==> config.mk <==
export PLATFORM = sky130hd
export DESIGN_NAME = mfcc_frame_sequencer
export DESIGN_NICKNAME = d
export VERILOG_FILES = /design/src/rtl/mfcc_pkg.sv /design/src/rtl/mfcc_watchdog.sv /design/src/rtl/mfcc_frame_sequencer.sv
export SDC_FILE = /design/constraint.sdc
export NUM_CORES = 1
export LEC_CHECK = 0
export BUFFER_PORTS_ARGS = -buffer_cell sky130_fd_sc_hd__buf_2
export CORE_MARGIN = 2
export CORE_UTILIZATION = 48
export CTS_CLUSTER_SIZE = 16
export DETAILED_ROUTE_END_ITERATION = 7
export GPL_ROUTABILITY_DRIVEN = 0
export PLACE_DENSITY = 0.77
export SYNTH_ARGS = -nofsm -noshare
export SYNTH_HDL_FRONTEND = slang
export SYNTH_SLANG_ARGS = --single-unit
==> constraint.sdc <==
create_clock -name clk -period 2.5 [get_ports clk]
set_input_delay 0.5 -clock clk [delete_from_list [all_inputs] [get_ports clk]]
set_output_delay 0.5 -clock clk [all_outputs]
set_load 0.05 [all_outputs]
==> src/rtl/mfcc_pkg.sv <==
// Shared types and constants for the MFCC frame sequencer and its watchdog.
package mfcc_pkg;

    typedef enum logic [1:0] {
        ST_IDLE   = 2'd0,
        ST_STREAM = 2'd1,
        ST_DRAIN  = 2'd2
    } seq_state_e;

    localparam int MAX_COEFFS  = 31;
    localparam int WDOG_CYCLES = 4096;
    localparam int SAMPLE_W    = 16;
    localparam int COEF_W      = 32;
    localparam int WDOG_W      = 12;

    // A frame must hold at least two samples, advance by at least one, and yield 1..31 coefficients
    function automatic logic cfg_is_valid(input logic [7:0] size,
                                          input logic [7:0] ovl,
                                          input logic [7:0] ncoef);
        return (size >= 8'd2) && (ovl < size) &&
               (ncoef >= 8'd1) && (ncoef <= 8'(MAX_COEFFS));
    endfunction

endpackage

==> src/rtl/mfcc_watchdog.sv <==
// Loadable down-counter; expire fires on a running cycle that finds the count at zero.
module mfcc_watchdog
    import mfcc_pkg::*;
#(
    parameter int W = WDOG_W
) (
    input  logic         clk,
    input  logic         rst_n,
    input  logic         load,
    input  logic         run,
    input  logic [W-1:0] load_val,
    output logic         expire
);

    logic [W-1:0] cnt_q;
    logic [W-1:0] cnt_d;

    // Next count: reload wins over counting down, and the count parks at zero
    always_comb begin
        cnt_d = cnt_q;
        if (load) begin
            cnt_d = load_val;
        end else if (run && (cnt_q != {W{1'b0}})) begin
            cnt_d = cnt_q - W'(1);
        end else begin
            cnt_d = cnt_q;
        end
    end

    assign expire = run && !load && (cnt_q == {W{1'b0}});

    // Counter register
    always_ff @(posedge clk or negedge rst_n) begin
        if (!rst_n) begin
            cnt_q <= {W{1'b0}};
        end else begin
            cnt_q <= cnt_d;
        end
    end

endmodule

==> src/rtl/mfcc_frame_sequencer.sv <==
// Streams audio into the MFCC accelerator one frame at a time and tags the returned
// coefficients with their index and frame number.
module mfcc_frame_sequencer
    import mfcc_pkg::*;
(
    input  logic        clk,
    input  logic        rst_n,
    input  logic        start,
    input  logic        stop,
    input  logic [7:0]  cfg_frame_size,
    input  logic [7:0]  cfg_frame_overlap,
    input  logic [7:0]  cfg_num_coeffs,
    input  logic [15:0] src_sample,
    input  logic        src_valid,
    output logic        src_ready,
    output logic [15:0] acc_audio,
    output logic        acc_valid,
    output logic [7:0]  acc_frame_size,
    output logic [7:0]  acc_frame_overlap,
    output logic [7:0]  acc_num_coeffs,
    input  logic [31:0] acc_mfcc,
    input  logic        acc_mfcc_valid,
    output logic [31:0] coef_out,
    output logic        coef_valid,
    output logic [4:0]  coef_idx,
    output logic [15:0] frame_idx,
    output logic        frame_done,
    output logic        busy,
    output logic        cfg_err,
    output logic        spurious,
    output logic        timeout,
    input  logic        err_clr
);

    seq_state_e            state_q, state_d;
    logic [7:0]            cnt_q, cnt_d;
    logic [7:0]            need_q, need_d;
    logic [4:0]            coef_cnt_q, coef_cnt_d;
    logic [15:0]           frame_cnt_q, frame_cnt_d;
    logic                  stop_pend_q, stop_pend_d;
    logic [7:0]            size_q, size_d, ovl_q, ovl_d, ncoef_q, ncoef_d;
    logic                  src_ready_q, src_ready_d;
    logic [SAMPLE_W-1:0]   acc_audio_q, acc_audio_d;
    logic                  acc_valid_q, acc_valid_d;
    logic [COEF_W-1:0]     coef_out_q, coef_out_d;
    logic                  coef_valid_q, coef_valid_d;
    logic [4:0]            coef_idx_q, coef_idx_d;
    logic [15:0]           frame_idx_q, frame_idx_d;
    logic                  frame_done_q, frame_done_d;
    logic                  busy_q, busy_d;
    logic                  cfg_err_q, cfg_err_d;
    logic                  spurious_q, spurious_d;
    logic                  timeout_q, timeout_d;

    logic                  hs_s, last_hs_s, last_coef_s;
    logic                  cfg_err_set_s, spurious_set_s, timeout_set_s;
    logic                  wd_load_s, wd_run_s, wd_expire_s;
    logic [7:0]            hop_s;

    assign hs_s        = src_valid && src_ready_q;
    assign last_hs_s   = hs_s && ((cnt_q + 8'd1) == need_q);
    assign last_coef_s = ({3'd0, coef_cnt_q} == (ncoef_q - 8'd1));
    assign hop_s       = size_q - ovl_q;

    // The watchdog restarts on entry to DRAIN and on every coefficient, so it measures silent gaps
    assign wd_run_s  = (state_q == ST_DRAIN);
    assign wd_load_s = ((state_q == ST_STREAM) && last_hs_s) ||
                       ((state_q == ST_DRAIN) && acc_mfcc_valid);

    mfcc_watchdog #(.W(WDOG_W)) u_watchdog (
        .clk      (clk),
        .rst_n    (rst_n),
        .load     (wd_load_s),
        .run      (wd_run_s),
        .load_val (12'(WDOG_CYCLES - 1)),
        .expire   (wd_expire_s)
    );

    // Sequencer next-state and registered-output computation
    always_comb begin
        state_d        = state_q;
        cnt_d          = cnt_q;
        need_d         = need_q;
        coef_cnt_d     = coef_cnt_q;
        frame_cnt_d    = frame_cnt_q;
        size_d         = size_q;
        ovl_d          = ovl_q;
        ncoef_d        = ncoef_q;
        acc_audio_d    = acc_audio_q;
        acc_valid_d    = 1'b0;
        coef_out_d     = coef_out_q;
        coef_valid_d   = 1'b0;
        coef_idx_d     = coef_idx_q;
        frame_idx_d    = frame_idx_q;
        frame_done_d   = 1'b0;
        cfg_err_set_s  = 1'b0;
        timeout_set_s  = 1'b0;
        spurious_set_s = acc_mfcc_valid && (state_q != ST_DRAIN);

        case (state_q)
            ST_IDLE: begin
                if (start) begin
                    if (cfg_is_valid(cfg_frame_size, cfg_frame_overlap, cfg_num_coeffs)) begin
                        size_d      = cfg_frame_size;
                        ovl_d       = cfg_frame_overlap;
                        ncoef_d     = cfg_num_coeffs;
                        need_d      = cfg_frame_size;
                        cnt_d       = 8'd0;
                        coef_cnt_d  = 5'd0;
                        frame_cnt_d = 16'd0;
                        frame_idx_d = 16'd0;
                        state_d     = ST_STREAM;
                    end else begin
                        cfg_err_set_s = 1'b1;
                    end
                end else begin
                    state_d = ST_IDLE;
                end
            end
            ST_STREAM: begin
                if (hs_s) begin
                    acc_audio_d = src_sample;
                    acc_valid_d = 1'b1;
                    if (last_hs_s) begin
                        cnt_d      = 8'd0;
                        coef_cnt_d = 5'd0;
                        state_d    = ST_DRAIN;
                    end else begin
                        cnt_d = cnt_q + 8'd1;
                    end
                end else begin
                    state_d = ST_STREAM;
                end
            end
            ST_DRAIN: begin
                if (wd_expire_s) begin
                    timeout_set_s = 1'b1;
                    state_d       = ST_IDLE;
                end else if (acc_mfcc_valid) begin
                    coef_out_d   = acc_mfcc;
                    coef_valid_d = 1'b1;
                    coef_idx_d   = coef_cnt_q;
                    frame_idx_d  = frame_cnt_q;
                    if (last_coef_s) begin
                        frame_done_d = 1'b1;
                        frame_cnt_d  = frame_cnt_q + 16'd1;
                        coef_cnt_d   = 5'd0;
                        // A stop arriving on the final coefficient itself still ends the run here
                        if (stop_pend_q || stop) begin
                            state_d = ST_IDLE;
                        end else begin
                            need_d  = hop_s;
                            cnt_d   = 8'd0;
                            state_d = ST_STREAM;
                        end
                    end else begin
                        coef_cnt_d = coef_cnt_q + 5'd1;
                    end
                end else begin
                    state_d = ST_DRAIN;
                end
            end
            default: begin
                state_d = ST_IDLE;
            end
        endcase

        src_ready_d = (state_d == ST_STREAM);
        busy_d      = (state_d != ST_IDLE);

        if (state_d == ST_IDLE) begin
            stop_pend_d = 1'b0;
        end else if ((state_q != ST_IDLE) && stop) begin
            stop_pend_d = 1'b1;
        end else begin
            stop_pend_d = stop_pend_q;
        end

        if (cfg_err_set_s) begin
            cfg_err_d = 1'b1;
        end else if (err_clr) begin
            cfg_err_d = 1'b0;
        end else begin
            cfg_err_d = cfg_err_q;
        end

        if (spurious_set_s) begin
            spurious_d = 1'b1;
        end else if (err_clr) begin
            spurious_d = 1'b0;
        end else begin
            spurious_d = spurious_q;
        end

        if (timeout_set_s) begin
            timeout_d = 1'b1;
        end else if (err_clr) begin
            timeout_d = 1'b0;
        end else begin
            timeout_d = timeout_q;
        end
    end

    // State, counters, latched configuration and registered outputs
    always_ff @(posedge clk or negedge rst_n) begin
        if (!rst_n) begin
            state_q      <= ST_IDLE;
            cnt_q        <= 8'd0;
            need_q       <= 8'd0;
            coef_cnt_q   <= 5'd0;
            frame_cnt_q  <= 16'd0;
            stop_pend_q  <= 1'b0;
            size_q       <= 8'd0;
            ovl_q        <= 8'd0;
            ncoef_q      <= 8'd0;
            src_ready_q  <= 1'b0;
            acc_audio_q  <= 16'd0;
            acc_valid_q  <= 1'b0;
            coef_out_q   <= 32'd0;
            coef_valid_q <= 1'b0;
            coef_idx_q   <= 5'd0;
            frame_idx_q  <= 16'd0;
            frame_done_q <= 1'b0;
            busy_q       <= 1'b0;
            cfg_err_q    <= 1'b0;
            spurious_q   <= 1'b0;
            timeout_q    <= 1'b0;
        end else begin
            state_q      <= state_d;
            cnt_q        <= cnt_d;
            need_q       <= need_d;
            coef_cnt_q   <= coef_cnt_d;
            frame_cnt_q  <= frame_cnt_d;
            stop_pend_q  <= stop_pend_d;
            size_q       <= size_d;
            ovl_q        <= ovl_d;
            ncoef_q      <= ncoef_d;
            src_ready_q  <= src_ready_d;
            acc_audio_q  <= acc_audio_d;
            acc_valid_q  <= acc_valid_d;
            coef_out_q   <= coef_out_d;
            coef_valid_q <= coef_valid_d;
            coef_idx_q   <= coef_idx_d;
            frame_idx_q  <= frame_idx_d;
            frame_done_q <= frame_done_d;
            busy_q       <= busy_d;
            cfg_err_q    <= cfg_err_d;
            spurious_q   <= spurious_d;
            timeout_q    <= timeout_d;
        end
    end

    assign src_ready         = src_ready_q;
    assign acc_audio         = acc_audio_q;
    assign acc_valid         = acc_valid_q;
    assign acc_frame_size    = size_q;
    assign acc_frame_overlap = ovl_q;
    assign acc_num_coeffs    = ncoef_q;
    assign coef_out          = coef_out_q;
    assign coef_valid        = coef_valid_q;
    assign coef_idx          = coef_idx_q;
    assign frame_idx         = frame_idx_q;
    assign frame_done        = frame_done_q;
    assign busy              = busy_q;
    assign cfg_err           = cfg_err_q;
    assign spurious          = spurious_q;
    assign timeout           = timeout_q;

endmodule
# After elaboration in Yosys (flattened, before gate mapping)
# Cells that the tools add are included.
# W data, S select, Z words.
# word_totals
ff_bits	153
latchBits	0
ram_bits	0
mem_bits_ro	0
elab_cells	147
mem_count	0
# op_classes
add_sub_neg	6
multipliers	0
div_mod_pow	0
magnitude_cmp	4
n_eq_ne	14
shifts	0
mux	64
bitwise	1
reduce_logical	36
# ops
operator	n
$mux W16	7
$mux W8	14
$pmux W16 S2	2
$mux W5	7
$mux W12	2
$pmux W8 S3	1
$mux W1	21
$ne A2 B2 Y1 const B	9
$add A16 B1 Y16 const B	1
$pmux W8 S2	1
$reduce_bool A2 Y1	8
$pmux W5 S3	1
$mux W2	7
$reduce_and A7 Y1	2
$logic_and A1 B1 Y1	12
$logic_not A12 Y1	1
$reduce_bool A12 Y1	1
$sub A12 B1 Y12 const B	1
$add A8 B1 Y8 const B	1
$eq A5 B8 Y1	1
$eq A8 B8 Y1	1
$ge A8 B1 Y1 const B	1
$ge A8 B2 Y1 const B	1
$le A8 B5 Y1 const B	1
17 further kinds	21

# Logic depth before layout (Yosys ltp)
# depth
ltp_word	12
depth_mapped	12
depth_no_buf	10

# Hierarchy
# A second synthesis with hierarchy kept.
# unflattened
cells_unflattened	722
area_unflattened_um2	7419.6
# by_module_without_submodules
module	n_inst	cells_per_inst	area_per_inst_um2	seq_area_each_um2
mfcc_frame_sequencer	1	627	6646.4	3528.4
mfcc_watchdog	1	95	773.2	300.3

# Worst setup path before layout
# No wires, ideal clock.
# synth_timing
path_kind	reg-to-reg
start	register ncoef_q[0] (netlist: acc_num_coeffs[0])
end	register cnt_q[5]
t_arrival_ps	2930
required_ps	2374
path_slack_ps	-556
stages_incl_launch_ff	11
path_buffers	1
path_cell_list	dfrtp_1 > inv_1 > ha_1 > xnor2_1 > or3_1 > nor4_2 > and3_1 > buf_2 > a31oi_1 > a31o_2 > a221o_1
# synth_between
elab_chain_cells	4
# synth_lines
element	line	source
start, declared	mfcc_frame_sequencer.sv:41	logic [7:0] size_q, size_d, ovl_q, ovl_d, ncoef_q, ncoef_d;
start signal, assigned	mfcc_frame_sequencer.sv:237	ncoef_q <= ncoef_d;
$sub A8 B1 Y8	mfcc_frame_sequencer.sv:62	assign last_coef_s = ({3'd0, coef_cnt_q} == (ncoef_q - 8'd1));
$eq A5 B8 Y1	mfcc_frame_sequencer.sv:62	
$ne A2 B2 Y1 (no source line)	-	
$reduce_and A8 Y1 (no source line)	-	
end signal, assigned	mfcc_frame_sequencer.sv:230	cnt_q <= cnt_d;
end, declared	mfcc_frame_sequencer.sv:36	logic [7:0] cnt_q, cnt_d;
# Every way passes these cells.
# A chain may end at the register's enable or synchronous reset.

# Worst setup path in the final report
# layout_timing
start	register ncoef_q[0] (netlist: acc_num_coeffs[0])
end	register cnt_q[7]
# Same word-level chain as after synthesis.

==> results.yml <==
logic_synthesis:
  yosysWarnings: 0
  yosysTopAreaCellShare_pct: 52.68
  synth_area_leaders: "dfrtp_1 53%, nand2_1 12%, xnor2_1 3.7%"
  netlist_area_um2: 7268
  synth-seq-cells: 153
  synth.most_common_cell: "nand2_1"
  synth_nets: 881
  synthDistinctLibCells: 61
  async_flop_share_pct: 100.0
  synthTopCellsByCount: "239 x nand2_1, 153 x dfrtp_1, 40 x o21ai_0"
  synth_top_area_cell: "dfrtp_1"
  synthFlopType: "dfrtp_1"
  synth_cells: 782
  syn_avg_cell_area_um2: 9.294
  synth-edff-count: 0
  yosysSeqAreaShare_pct: 52.68
layout:
  fillCellCount: 1186
  fin_util_pct: 64.34
  fin_nets: 1104
  drive_above_1_share_pct: 31.24
  area_growth_pct: 29.63
  finish.cell_count_without_fillers: 1203
power_and_ir_drop:
  peakVddDrop_mv: 0.8860
  powerDensity_nw_per_um2: 1096
  p_leak_nw: 4.820
grt:
  grt_max_degree: 56
  overflow: 0
  grt_use_total_pct: 23.37
  antenna_found_initial: 0
  grt_pass1_vias: 6250
  grt_pass1_wl_mm: 30.24
placed_design:
  io_buffers: 179
  place_inst: 1166
  hpwl_mm: 13.25
cts:
  cts_tree: "done"
  cts_sinks: 153
  cts.clk_slew.worst_paths_ps: 60
  cts_buffers: 17
  clock_path_buffers: 2
  cts.hold.buffers_added: 0
  clk-insertion-delay-late_ps: 420
  htree_levels: 4
  root_buffer: "clkbuf_16"
timing:
  drv_slew: 0
  fmax_ghz: 0.4067
  finalSetupTns_ps: 0
  min_period_ps: 2459
  hold_viol: 0
  max_slew_margin_pct: 65.39
  fin_hold_ws_ps: 18.05
  worstMarginPinSlew_ps: 519.2
  fin_crit_sh_pct: 98.35
  fin_skew_ps: 5.415
  setup_viol: 0
floorplan:
  core-area_um2: 14640
  die_h_um: 127.1
  fp.dieArea_um2: 16140
  start_util_pct: 49.63
  io-pin-count: 180
  die_w_um: 127.1
  num_rows: 44
routing:
  drt-total-wl_mm: 18.48
  dr.pass1.iters: 5
  drc_errors: 0
  routedWlPerCell_um: 15.36
  final_antenna_net_count: 0
  via_per_inst: 5.265
  routed-via-count: 6334
  drt_iter0_drc: 352
setup_path:
  cp_max_fo: 8
  crit_path_end_kind: "register"
  crit_required_ps: 2810
  cp.arrival_ps: 2760
  critPathKind: "reg -> reg"
  cp-start-kind: "register"
status:
  status: "complete, no violations"
min_path:
  hold_class: "in -> async"
job:
  cap_violations: 0
-- cell families (layout without fill, tap and decap cells) --
logic type                 after synthesis  after routing  synth area share [%]
AOI/OAI and AO/OA                      107            107                 9.658
xor gates and xnor gates                39             39                 4.700
adders and majority gates               20             20                 3.546
buffers and inverters                   70            306                 3.667
DFF                                    153            153                 52.68
muxes                                   17             17                 2.617
other                                    0              1                     0
and+or+nand+nor                        376            376                 23.14
-- registers in the layout (all words and copies together), names as in the netlist, 2 cells and up --
signal / count
acc_audio: 16
acc_frame_overlap: 8
acc_frame_size: 8
acc_num_coeffs: 8
cnt_q: 8
coef_cnt_q: 5
coef_idx: 5
coef_out: 32
frame_cnt_q: 16
frame_idx: 16
need_q: 8
state_q: 2
u_watchdog.cnt_q: 12
-- worst max-delay path: stages, from the launching register on --
cell     delay [ps]
dfrtp_2         430
inv_2           100
ha_4            200
xnor2_1         110
or3_4           340
nor4_4          190
and3_4          260
a31oi_2         110
a31o_4          260
a221o_1         350
-- layer usage --
layer / vias to the layer above / GRT usage, % / part of all wire [%]
met2: 183 / 39.03 / 50
met3: 26 / 5.653 / 5.6
met4: 0 / 6.593 / 1.5
met5: - / 0 / 0
met1: 3059 / 30.70 / 43
li1: 3066 / - / -
-- path summary, 6_finish.rpt --
kind	to	start	slack (ps)	cells past startpoint
setup reg to reg	cnt_q[7]	acc_num_coeffs[0]	40	9
max in group asynchronous	coef_idx[0]	rst_n	1800	2
setup / recovery	cnt_q[7]	acc_num_coeffs[0]	40	9
hold / removal	acc_frame_overlap[0]	rst_n	20	1
min in group clk	coef_out[9]	acc_mfcc[9]	260	3
hold reg to reg	coef_out[25]	coef_out[25]	470	2
-- layout by cell type, fill, tap and decap left out, types with 6 or more instances in the layout --
cell       Yosys  layout
buf_2          3     178
nor2b_1        9       9
o21ai_0       40      38
nand2_1      239     238
xor2_1         8       8
inv_6          0       6
nand3_1       14      14
nor3_1        16      14
dfrtp_1      153     151
buf_4          0      59
clkbuf_16      0      17
xnor2_1       31      31
inv_1         33      31
a21oi_1       18      17
nor2_1        36      36
or3_1         11      10
mux2_2        16      16
ha_1          19      18
nor4_1         8       7
-- metrics by stage --
| step | power [mW] | cell area, um^2 | setup WS [ps] |
|---|---|---|---|
| 6_report | 10.32 | 9422 | 41.23 |
| 4_1_cts | 10.29 | 9335 | 19.24 |
| 5_1_grt | 10.90 | 9419 | -39.91 |
| 2_1_floorplan | 6.512 | 7311 | -58.40 |
| 3_3_place_gp | 7.621 | 8753 | -315.3 |
| 3_5_place_dp | 7.744 | 8753 | -360.1 |
-- power breakdown --
part           switching (mW)  total [mW]  leakage (nW)  internal [mW]
Combinational            2.87        4.34          2.57           1.47
Sequential              0.448        3.48          1.96           3.03
Clock                    1.09        2.51         0.283           1.42
-- repair_timing --
action	4_1_cts	5_1_grt
endpoints found under the setup margin	19	29
pin swaps	0	4
gates resized for setup	2	12
setup buffers	0	4
-- layout make-up --
type	count	area (um^2)	area share (%)
clock buffer	18	439.2	4.661
antenna	1	2.502	0.02656
timing repair buffer	240	1385	14.70
sequential	153	3831	40.66
clock inverter	14	138.9	1.474
tap	184	230.2	2.444
multi-input combinational	559	3264	34.65
inverter	34	130.1	1.381
Note: power is estimated with default switching activity, not from simulation.
